`src/rtl/ifetch_pipe.sv`:
```
// Instruction fetch unit: owns the PC, fetches over the shared bus, and feeds ir0q/ir1q to the decoder.
// Optional bubble counter output enabled by defining IFETCH_PERF_EN.
module ifetch_pipe #(
    parameter logic [15:0] RESET_PC = 16'h0000,
    parameter logic [15:0] NOP      = 16'h0000,
    parameter logic [15:0] HALT_OP  = 16'hFFFF,
    parameter int unsigned TIMEOUT  = 15
) (
    input  logic        clk,
    input  logic        reset,
    input  logic [15:0] mem_data,
    input  logic        mem_ack,
    output logic        mem_req,
    output logic [15:0] mem_addr,
    output logic [15:0] pc,
    input  logic [15:0] jump_target,
    input  logic        dojump,
    input  logic        clrIr0,
    input  logic        sel_addr_reg,
    output logic [15:0] ir0q,
    output logic [15:0] ir1q,
`ifdef IFETCH_PERF_EN
    output logic [15:0] bubble_cnt,
`endif
    output logic        halted,
    output logic        bus_err
);

    typedef enum logic [1:0] {
        S_RUN  = 2'd0,
        S_WAIT = 2'd1,
        S_HALT = 2'd2
    } state_t;

    localparam logic [7:0] TMO = 8'(TIMEOUT);

    state_t      state, state_d;
    logic [15:0] pc_d, ir0_d, ir1_d;
    logic [7:0]  wcnt, wcnt_d;
    logic        berr_d;
`ifdef IFETCH_PERF_EN
    logic        bubble;
`endif

    function automatic logic [7:0] wcnt_inc(input logic [7:0] c);
        if (c >= TMO) return TMO;
        return c + 8'd1;
    endfunction

    function automatic logic [15:0] sat_inc16(input logic [15:0] c);
        if (c == 16'hFFFF) return c;
        return c + 16'd1;
    endfunction

    // State register
    always_ff @(posedge clk) begin
        state   <= state_d;
        pc      <= pc_d;
        ir0q    <= ir0_d;
        ir1q    <= ir1_d;
        wcnt    <= wcnt_d;
        bus_err <= berr_d;
    end

    // Next-state logic; branch order is the rule priority
    always_comb begin
        state_d = state;
        pc_d    = pc;
        ir0_d   = ir0q;
        ir1_d   = ir1q;
        wcnt_d  = wcnt;
        berr_d  = bus_err;
`ifdef IFETCH_PERF_EN
        bubble  = 1'b0;
`endif
        if (reset) begin
            state_d = S_RUN;
            pc_d    = RESET_PC;
            ir0_d   = NOP;
            ir1_d   = NOP;
            wcnt_d  = 8'd0;
            berr_d  = 1'b0;
        end else if (state == S_HALT) begin
            ir1_d = NOP;
        end else begin
            ir1_d = ir0q;
            ir0_d = NOP;
`ifdef IFETCH_PERF_EN
            bubble = 1'b1;
`endif
            if (dojump) begin
                pc_d    = jump_target;
                state_d = S_RUN;
                wcnt_d  = 8'd0;
            end else if (sel_addr_reg) begin
                // data cycle: pc, state and wait count untouched
            end else if (!mem_ack) begin
                state_d = S_WAIT;
                wcnt_d  = wcnt_inc(wcnt);
                if (wcnt_d == TMO) begin
                    berr_d  = 1'b1;
                    state_d = S_HALT;
                end
            end else if (clrIr0) begin
                pc_d    = pc + 16'd1;
                state_d = S_RUN;
                wcnt_d  = 8'd0;
            end else begin
                ir0_d   = mem_data;
                pc_d    = pc + 16'd1;
                state_d = S_RUN;
                wcnt_d  = 8'd0;
`ifdef IFETCH_PERF_EN
                bubble  = 1'b0;
`endif
            end
            if (ir0q == HALT_OP) state_d = S_HALT;
        end
    end

    // Outputs
    always_comb begin
        halted   = (state == S_HALT);
        mem_req  = ~reset & (state != S_HALT) & ~sel_addr_reg & ~dojump;
        mem_addr = pc;
    end

`ifdef IFETCH_PERF_EN
    always_ff @(posedge clk) begin
        if (reset)       bubble_cnt <= 16'd0;
        else if (bubble) bubble_cnt <= sat_inc16(bubble_cnt);
    end
`endif

endmodule

```
`config.mk`:
```
export PLATFORM = sky130hd
export DESIGN_NAME = ifetch_pipe
export DESIGN_NICKNAME = d
export VERILOG_FILES = /design/src/rtl/ifetch_pipe.sv
export SDC_FILE = /design/constraint.sdc
export NUM_CORES = 1
export LEC_CHECK = 0
export CAP_MARGIN = 5
export CORE_MARGIN = 1.5
export CORE_UTILIZATION = 45
export CTS_BUF_LIST = sky130_fd_sc_hd__clkbuf_8
export DETAILED_ROUTE_END_ITERATION = 6
export GPL_TIMING_DRIVEN = 0
export HOLD_SLACK_MARGIN = 0.12
export PLACE_DENSITY = 0.81
export SLEW_MARGIN = 25
export SYNTH_ARGS = -nofsm -noshare
export SYNTH_HDL_FRONTEND = slang
export SYNTH_SLANG_ARGS = --single-unit
export TNS_END_PERCENT = 10
```
`constraint.sdc`:
```
create_clock -name clk -period 2.16 [get_ports clk]
set_input_delay 0.432 -clock clk [delete_from_list [all_inputs] [get_ports clk]]
set_output_delay 0.432 -clock clk [all_outputs]
set_load 0.02 [all_outputs]
```
==> results_dict.tcl, run 1 <==
set metrics [dict create \
    grt_use_met3_pct 9.14 \
    min-delay-start "reset" \
    area_growth_pct 49.2 \
    cts-htree-levels 3 \
    placed_area_um2 3780 \
    globalRouteMet2Util_pct 42.8 \
    maxSlewViolCount 0 \
    chipHeight_um 79.9 \
    finalClockSkew_ps 8.28 \
    finalCriticalPeriod_ps 2090 \
    grt_max_degree 11 \
    syn_inst 288 \
    synth.area.mux_share_pct 0.752 \
    fill_cells 468 \
    mappedNetlistNets 328 \
    final-instance-count-excl-fill 479 \
    num_antenna_cells 0 \
    report.final.setup_viol 0 \
    final_gp_congestion 0.894 \
    fin_util_pct 70.9 \
    finalHoldViolations 0 \
    yosysWarningCount 0 \
    final.setup.worst_slack_ps 72.2 \
    grtUsageMet1_pct 31.5 \
    worst-r2r-cell-count 5 \
    grt_antenna_before_repair 0 \
    run_status "completed" \
    hold_end "mem_addr[12]" \
    p_per_cell_area_nw_per_um2 638 \
    syn_area_um2 2660 \
    layout.cells.most_common "sky130_fd_sc_hd__clkdlybuf4s50_1" \
    drt_first_iter_violations 174 \
    critical_path.max_stage_delay_ps 570 \
    hold_buffers 0 \
    timing.critical_path.to_type "flip-flop" \
    gr_peak_layer "met2" \
    cp.buffers_inverters 3 \
    clockRootBuffer "sky130_fd_sc_hd__clkbuf_8" \
    firstDrtPassIters 5 \
    synth-async-reset-ratio_pct 0 \
    synth_compound_area_share_pct 21.7 \
    final_routed_drc_violation_total 0 \
    grt.total_usage_pct 26.1 \
    synth-edff-count 0 \
    rr_endpoint "mem_addr[10]" \
    post_synth_xor_area_fraction_pct 0 \
    wl_per_cell_um 17.0 \
    slew_headroom_pct 64.9 \
    worst_hold_path_type "input pin to flip-flop" \
    final_net_count 442 \
    grt_first_pass_wirelength_mm 12.7 \
    stdcell_area_um2 3980 \
    ys_seq_elements 59 \
    first_global_vias 2558 \
    static-leakage-power_nw 1.58 \
    crit-reg2reg-launch "mem_addr[0]" \
    max-cap-violations 0 \
    crit_slowest_cell "sky130_fd_sc_hd__clkdlybuf4s50_1" \
    grt_setup_unrepaired "false" \
    route.final.wire_length_mm 8.13 \
    grt_remaining_overflow 0 \
    numPlacedInstances 463 \
    max_freq_mhz 479 \
    tightestPinTransition_ps 527 \
    post-route-period-util_pct 96.7 \
    numCtsBuffers 9 \
    fraction_of_the_mapped_netlist_area_in_adder_cells_pct 0.939 \
    floorplan.initialDensity_pct 47.5 \
    fp.dieW_um 79.9 \
    rows 27 \
    maximum_vdd_drop_mv 0.527 \
    synth_area_per_cell_um2 9.25 \
    clock_tree_from_tritoncts "yes" \
    cts_sinks 59 \
    number_of_nets_still_failing_antenna_checks_after_routing 0 \
    buffers_added_on_ports 103 \
    whs_path_depth 2 \
    cpLargestDelayFamily "buffers and inverters" \
    synth_top_flop_cell "sky130_fd_sc_hd__dfxtp_1" \
    post_route_cells_drive_above_1_share_pct 12.3 \
    synthSimpleGateAreaFrac_pct 23.2 \
    design.die.area_um2 6390 \
    maximum_fanout_along_the_worst_path 10 \
    synthDistinctLibCells 54 \
    r2r_slack_ps 220 \
    post-dp-hpwl_mm 5.91 \
    core_area_um2 5610 \
    pin_count 105 \
    setup-tns-final_ps 0 \
    synth_sequential_area_ratio_pct 44.3 \
    cts_max_path_bufs 2 \
    cp_data_arrival_time_ps 2320 \
    dp_slack_ps -330 \
    mostFrequentLayoutCells "sky130_fd_sc_hd__clkdlybuf4s50_1, sky130_fd_sc_hd__dfxtp_1, sky130_fd_sc_hd__and3_1" \
    via_per_inst 5.76 \
    critPathRequiredTime_ps 2390 \
    clk-insertion-delay-late_ps 340 \
    clkSlewWorstSetupHoldPaths_ps 70 \
    criticalPathCategory "input pin to flip-flop" \
    number_of_vias_in_the_routed_layout 2761 \
    main_combinational_cell_family_by_area_after_synthesis "simple AND/OR/NAND/NOR gates" \
    path_cells "clkdlybuf4s50_1 > buf_2 > clkbuf_1 > nand2_1 > o41a_1 > a32o_1" \
    critPathLaunchType "input pin" \
]
[metal layers]
layer	share of wire [%]	up-vias
met5	0	-
met4	1.4	0
met3	8.8	17
met2	48	143
met1	41	1301
li1	-	1300
[registers in the layout, summed over array words and instances, names as in the netlist]
register,flops
bus_err,1
ir0q,16
ir1q,16
mem_addr,16
state,2
wcnt,8
[report_power, final]
part | internal [mW] | switching [mW] | leakage [nW]
Combinational | 0.209 | 0.177 | 1.00
Clock | 0.553 | 0.437 | 0.101
Sequential | 1.12 | 0.0434 | 0.479
Total | 1.88 | 0.657 | 1.58
[cells by family (layout without fill, tap and decap cells)]
kind of cell               Yosys count  in the layout
AOI/OAI and AO/OA                   80             80
and+or+nand+nor                    106            106
adders and majority gates            2              2
DFF                                 59             59
buffers and inverters               39            158
muxes                                2              2
[through the flow]
step           hold slack (ps)  power [mW]
2_1_floorplan              444        1.37
3_3_place_gp               459        1.56
3_5_place_dp               464        1.57
4_1_cts                    327        2.54
5_1_grt                    322        2.63
6_report                   332        2.53
[cell usage after synthesis (3+ instances only)]
| cell | n | area (um^2) |
|---|---|---|
| sky130_fd_sc_hd__dfxtp_1 | 59 | 1180 |
| sky130_fd_sc_hd__and3_1 | 21 | 131 |
| sky130_fd_sc_hd__nand2_1 | 20 | 75.1 |
| sky130_fd_sc_hd__buf_4 | 18 | 135 |
| sky130_fd_sc_hd__a21oi_1 | 16 | 80.1 |
| sky130_fd_sc_hd__a22o_1 | 16 | 140 |
| sky130_fd_sc_hd__nor2_1 | 12 | 45.0 |
| sky130_fd_sc_hd__o21ai_0 | 12 | 60.1 |
| sky130_fd_sc_hd__nand4_1 | 11 | 68.8 |
| sky130_fd_sc_hd__nand3_1 | 10 | 50.1 |
| sky130_fd_sc_hd__clkbuf_1 | 9 | 33.8 |
| sky130_fd_sc_hd__buf_2 | 6 | 30.0 |
| sky130_fd_sc_hd__a31oi_1 | 5 | 31.3 |
| sky130_fd_sc_hd__a32o_1 | 4 | 40.0 |
| sky130_fd_sc_hd__and2_1 | 4 | 25.0 |
| sky130_fd_sc_hd__nor2b_1 | 4 | 25.0 |
| sky130_fd_sc_hd__nor4_1 | 4 | 25.0 |
| sky130_fd_sc_hd__a211oi_1 | 3 | 22.5 |
| sky130_fd_sc_hd__inv_1 | 3 | 11.3 |
| sky130_fd_sc_hd__nand2b_1 | 3 | 18.8 |
| sky130_fd_sc_hd__o211ai_1 | 3 | 22.5 |
| sky130_fd_sc_hd__o31ai_1 | 3 | 22.5 |
| sky130_fd_sc_hd__or4_1 | 3 | 22.5 |
[worst max path at each step]
stage	from	to	cells after the start
after floorplan	mem_addr[0]	mem_addr[10]	5
after global placement	sel_addr_reg	mem_req	4
after detailed placement	sel_addr_reg	mem_req	4
after CTS	sel_addr_reg	mem_req	4
after global routing	dojump	mem_req	4
final	dojump	mem_addr[10]	6
[area by class of cell]
cell class	instances	area, um^2	share of cell area [%]
tap	72	90.1	2.27
multi-input combinational	190	1240	31.2
buffer	35	224	5.63
sequential	59	1180	29.7
clock buffer	10	138	3.46
inverter	4	20.0	0.504
clock inverter	6	57.6	1.45
timing repair buffer	103	1030	25.8
[repair_timing]
| item | in CTS | in global routing |
|---|---|---|
| setup endpoints to repair | 1 | 1 |
| resized for setup | 3 | 1 |
| buffers inserted | 0 | 0 |
Power figures use the tool's default switching activity.
==> inputs of run 2 (changes only) <==
--- a/config.mk
+++ b/config.mk
@@ -5,14 +5,15 @@
 export SDC_FILE = /design/constraint.sdc
 export NUM_CORES = 1
 export LEC_CHECK = 0
+export ABC_AREA = 1
 export CAP_MARGIN = 5
 export CORE_MARGIN = 1.5
-export CORE_UTILIZATION = 45
+export CORE_UTILIZATION = 46
 export CTS_BUF_LIST = sky130_fd_sc_hd__clkbuf_8
 export DETAILED_ROUTE_END_ITERATION = 6
 export GPL_TIMING_DRIVEN = 0
 export HOLD_SLACK_MARGIN = 0.12
-export PLACE_DENSITY = 0.81
+export PLACE_DENSITY = 0.82
 export SLEW_MARGIN = 25
 export SYNTH_ARGS = -nofsm -noshare
 export SYNTH_HDL_FRONTEND = slang
==> run 2 against run 1 <==
Global-route usage shrank 0.87 points; cell area grew 3.1%; power shrank 3.0%; clock power shrank 12%; first-iteration DRC count grew 9.2%; critical path type is now input pin to primary output; critical endpoint is now mem_req; sequential power is essentially flat; highest routed layer unchanged; flip-flop and latch count is the same; largest cell class is now multi-input gates.
==> results_dict.tcl, run 2 <==
set metrics [dict create \
    max_freq_mhz 479 \
    via_per_inst 5.14 \
    run_status "completed" \
    synth_area_leader_cell "sky130_fd_sc_hd__dfxtp_1" \
    ys_seq_elements 59 \
    post_route_cells_drive_above_1_share_pct 10.6 \
    first_global_vias 2748 \
    max-cap-violations 0 \
    fp.dieW_um 81.0 \
    timing.critical_path.to_type "primary output" \
    maximum_fanout_along_the_worst_path 10 \
    number_of_nets_still_failing_antenna_checks_after_routing 0 \
    area_growth_pct 46.7 \
    cts-htree-levels 3 \
    finalClockSkew_ps 9.25 \
    floorplan.initialDensity_pct 47.5 \
    slew_headroom_pct 61.6 \
    finalHoldViolations 0 \
    post-dp-hpwl_mm 5.88 \
    maximum_vdd_drop_mv 0.451 \
    numCtsBuffers 9 \
    wl_per_cell_um 13.4 \
    chipHeight_um 81.0 \
    critPathRequiredTime_ps 1730 \
    grt.total_usage_pct 25.2 \
    p_per_cell_area_nw_per_um2 600 \
    design.die.area_um2 6550 \
    route.final.wire_length_mm 7.93 \
    cts_sinks 59 \
    criticalPathCategory "input pin to primary output" \
    mostFrequentLayoutCells "sky130_fd_sc_hd__clkdlybuf4s50_1, sky130_fd_sc_hd__nand2_1, sky130_fd_sc_hd__nor2_1" \
    synth_cell_count_leaders "sky130_fd_sc_hd__nand2_1, sky130_fd_sc_hd__nor2_1, sky130_fd_sc_hd__dfxtp_1, sky130_fd_sc_hd__inv_1, sky130_fd_sc_hd__nand3_1" \
    mappedNetlistNets 437 \
    drt_first_iter_violations 190 \
    clockRootBuffer "sky130_fd_sc_hd__clkbuf_8" \
    synth_top_flop_cell "sky130_fd_sc_hd__dfxtp_1" \
    finalCriticalPeriod_ps 2090 \
    tightestPinTransition_ps 576 \
    cts_max_path_bufs 2 \
    final-instance-count-excl-fill 592 \
    layout.cells.most_common "sky130_fd_sc_hd__clkdlybuf4s50_1" \
    dp_slack_ps -615 \
    number_of_vias_in_the_routed_layout 3041 \
    report.final.setup_viol 0 \
    clk-insertion-delay-late_ps 330 \
    grt_setup_unrepaired "false" \
    syn_area_um2 2800 \
    numPlacedInstances 575 \
    buffers_added_on_ports 103 \
    synth-async-reset-ratio_pct 0 \
    worst_hold_path_type "flip-flop to flip-flop" \
    grt_remaining_overflow 0 \
    yosysMostFrequentCell "sky130_fd_sc_hd__nand2_1" \
    design_power_total_mw 2.46 \
    final_gp_congestion 0.905 \
    post-route-period-util_pct 96.6 \
    synth-edff-count 0 \
    grt_first_pass_wirelength_mm 12.6 \
    synth_top_area_share_pct 42.3 \
    pin_count 105 \
    critPathLaunchType "input pin" \
    clock_tree_from_tritoncts "yes" \
    final_routed_drc_violation_total 0 \
    syn_inst 397 \
    clkSlewWorstSetupHoldPaths_ps 60 \
    yosysWarningCount 0 \
    maxSlewViolCount 0 \
    cp_data_arrival_time_ps 1650 \
    num_antenna_cells 0 \
    final.setup.worst_slack_ps 73.8 \
    firstDrtPassIters 4 \
    static-leakage-power_nw 1.58 \
    rows 28 \
    core_area_um2 5890 \
    final_net_count 552 \
    synth_area_per_cell_um2 7.04 \
    grt_max_degree 11 \
    synth_sequential_area_ratio_pct 42.3 \
    synthDistinctLibCells 28 \
    synthTopCellsByArea "sky130_fd_sc_hd__dfxtp_1, sky130_fd_sc_hd__nand2_1, sky130_fd_sc_hd__nor2_1" \
    grt_antenna_before_repair 0 \
]
run 2: changes by cell type in the layout (fill, tap and decap cells not counted), moves of 5 or more:
cell	delta
sky130_fd_sc_hd__a21oi_1	+8
sky130_fd_sc_hd__o31ai_1	+13
sky130_fd_sc_hd__nand3_1	+21
sky130_fd_sc_hd__nor2_1	+49
sky130_fd_sc_hd__inv_1	+35
sky130_fd_sc_hd__nand2_1	+68
sky130_fd_sc_hd__or2_2	+5
sky130_fd_sc_hd__a22o_1	-16
sky130_fd_sc_hd__and3_1	-21
run 2: worst max-delay path, cell delays in order:
cell and delay [ps]:
sky130_fd_sc_hd__clkdlybuf4s50_1 450, sky130_fd_sc_hd__inv_1 80, sky130_fd_sc_hd__nand2_1 110, sky130_fd_sc_hd__nor3_4 240
sky130_fd_sc_hd__buf_6 170, sky130_fd_sc_hd__buf_2 170
run 2: repair_timing:
action	in CTS	in global routing
hold buffers	0	0
endpoints found under the setup margin	1	0
gates resized for setup	5	0
setup buffers	1	0
endpoints found under the hold margin	0	0
run 2: per-layer routing:
layer	part of all wire [%]	wire length, um	global-route usage (%)	vias to the layer above
met5	0	0	0	-
met3	11	848	9.44	10
li1	-	-	-	1494
met2	47	3740	42.8	160
met4	1.5	122	8.62	0
met1	41	3220	29.2	1377
run 2: worst paths after layout:
path	start	end	slack [ps]	cells after the start
hold / removal	wcnt[7]	wcnt[7]	440	2
setup reg to reg	mem_addr[0]	mem_addr[12]	570	8
hold reg to reg	wcnt[7]	wcnt[7]	440	2
setup / recovery	sel_addr_reg	mem_req	70	6
run 2: area by class of cell:
cell class                      count  area, um^2
Clock inverter                      6        33.8
Sequential cell                    59        1180
Timing Repair Buffer              104        1030
Tap cell                           75        93.8
Fill cell                         479        1790
Multi-Input combinational cell    265        1260
Clock buffer                       10         138
Buffer                             32         206
Inverter                           41         155
run 2: through the flow:
step,TNS (ps),hold slack (ps),instance area (um^2),util [%]
after floorplan,0,425,2800,-
after global placement,-720,432,3920,66.6
after detailed placement,-737,437,3920,66.6
after CTS,0,447,4100,69.7
after global routing,0,473,4100,69.7
final,0,445,4100,69.7
run 2: kinds of logic after synthesis:
group,Yosys count,share of synthesized area (%)
AND/OR/NAND/NOR,203,31.0
XOR/XNOR,1,0.313
flip-flops,59,42.3
adder cells (fa/ha/maj),2,0.895
buffers and inverters,73,12.9
AO/OA/AOI/OAI,59,12.6
run 2: power breakdown:
group	leakage [nW]	total, mW	switching (mW)	internal (mW)
combinational	1.01	0.426	0.210	0.216
sequential	0.479	1.16	0.0404	1.12
clock	0.0946	0.876	0.440	0.436
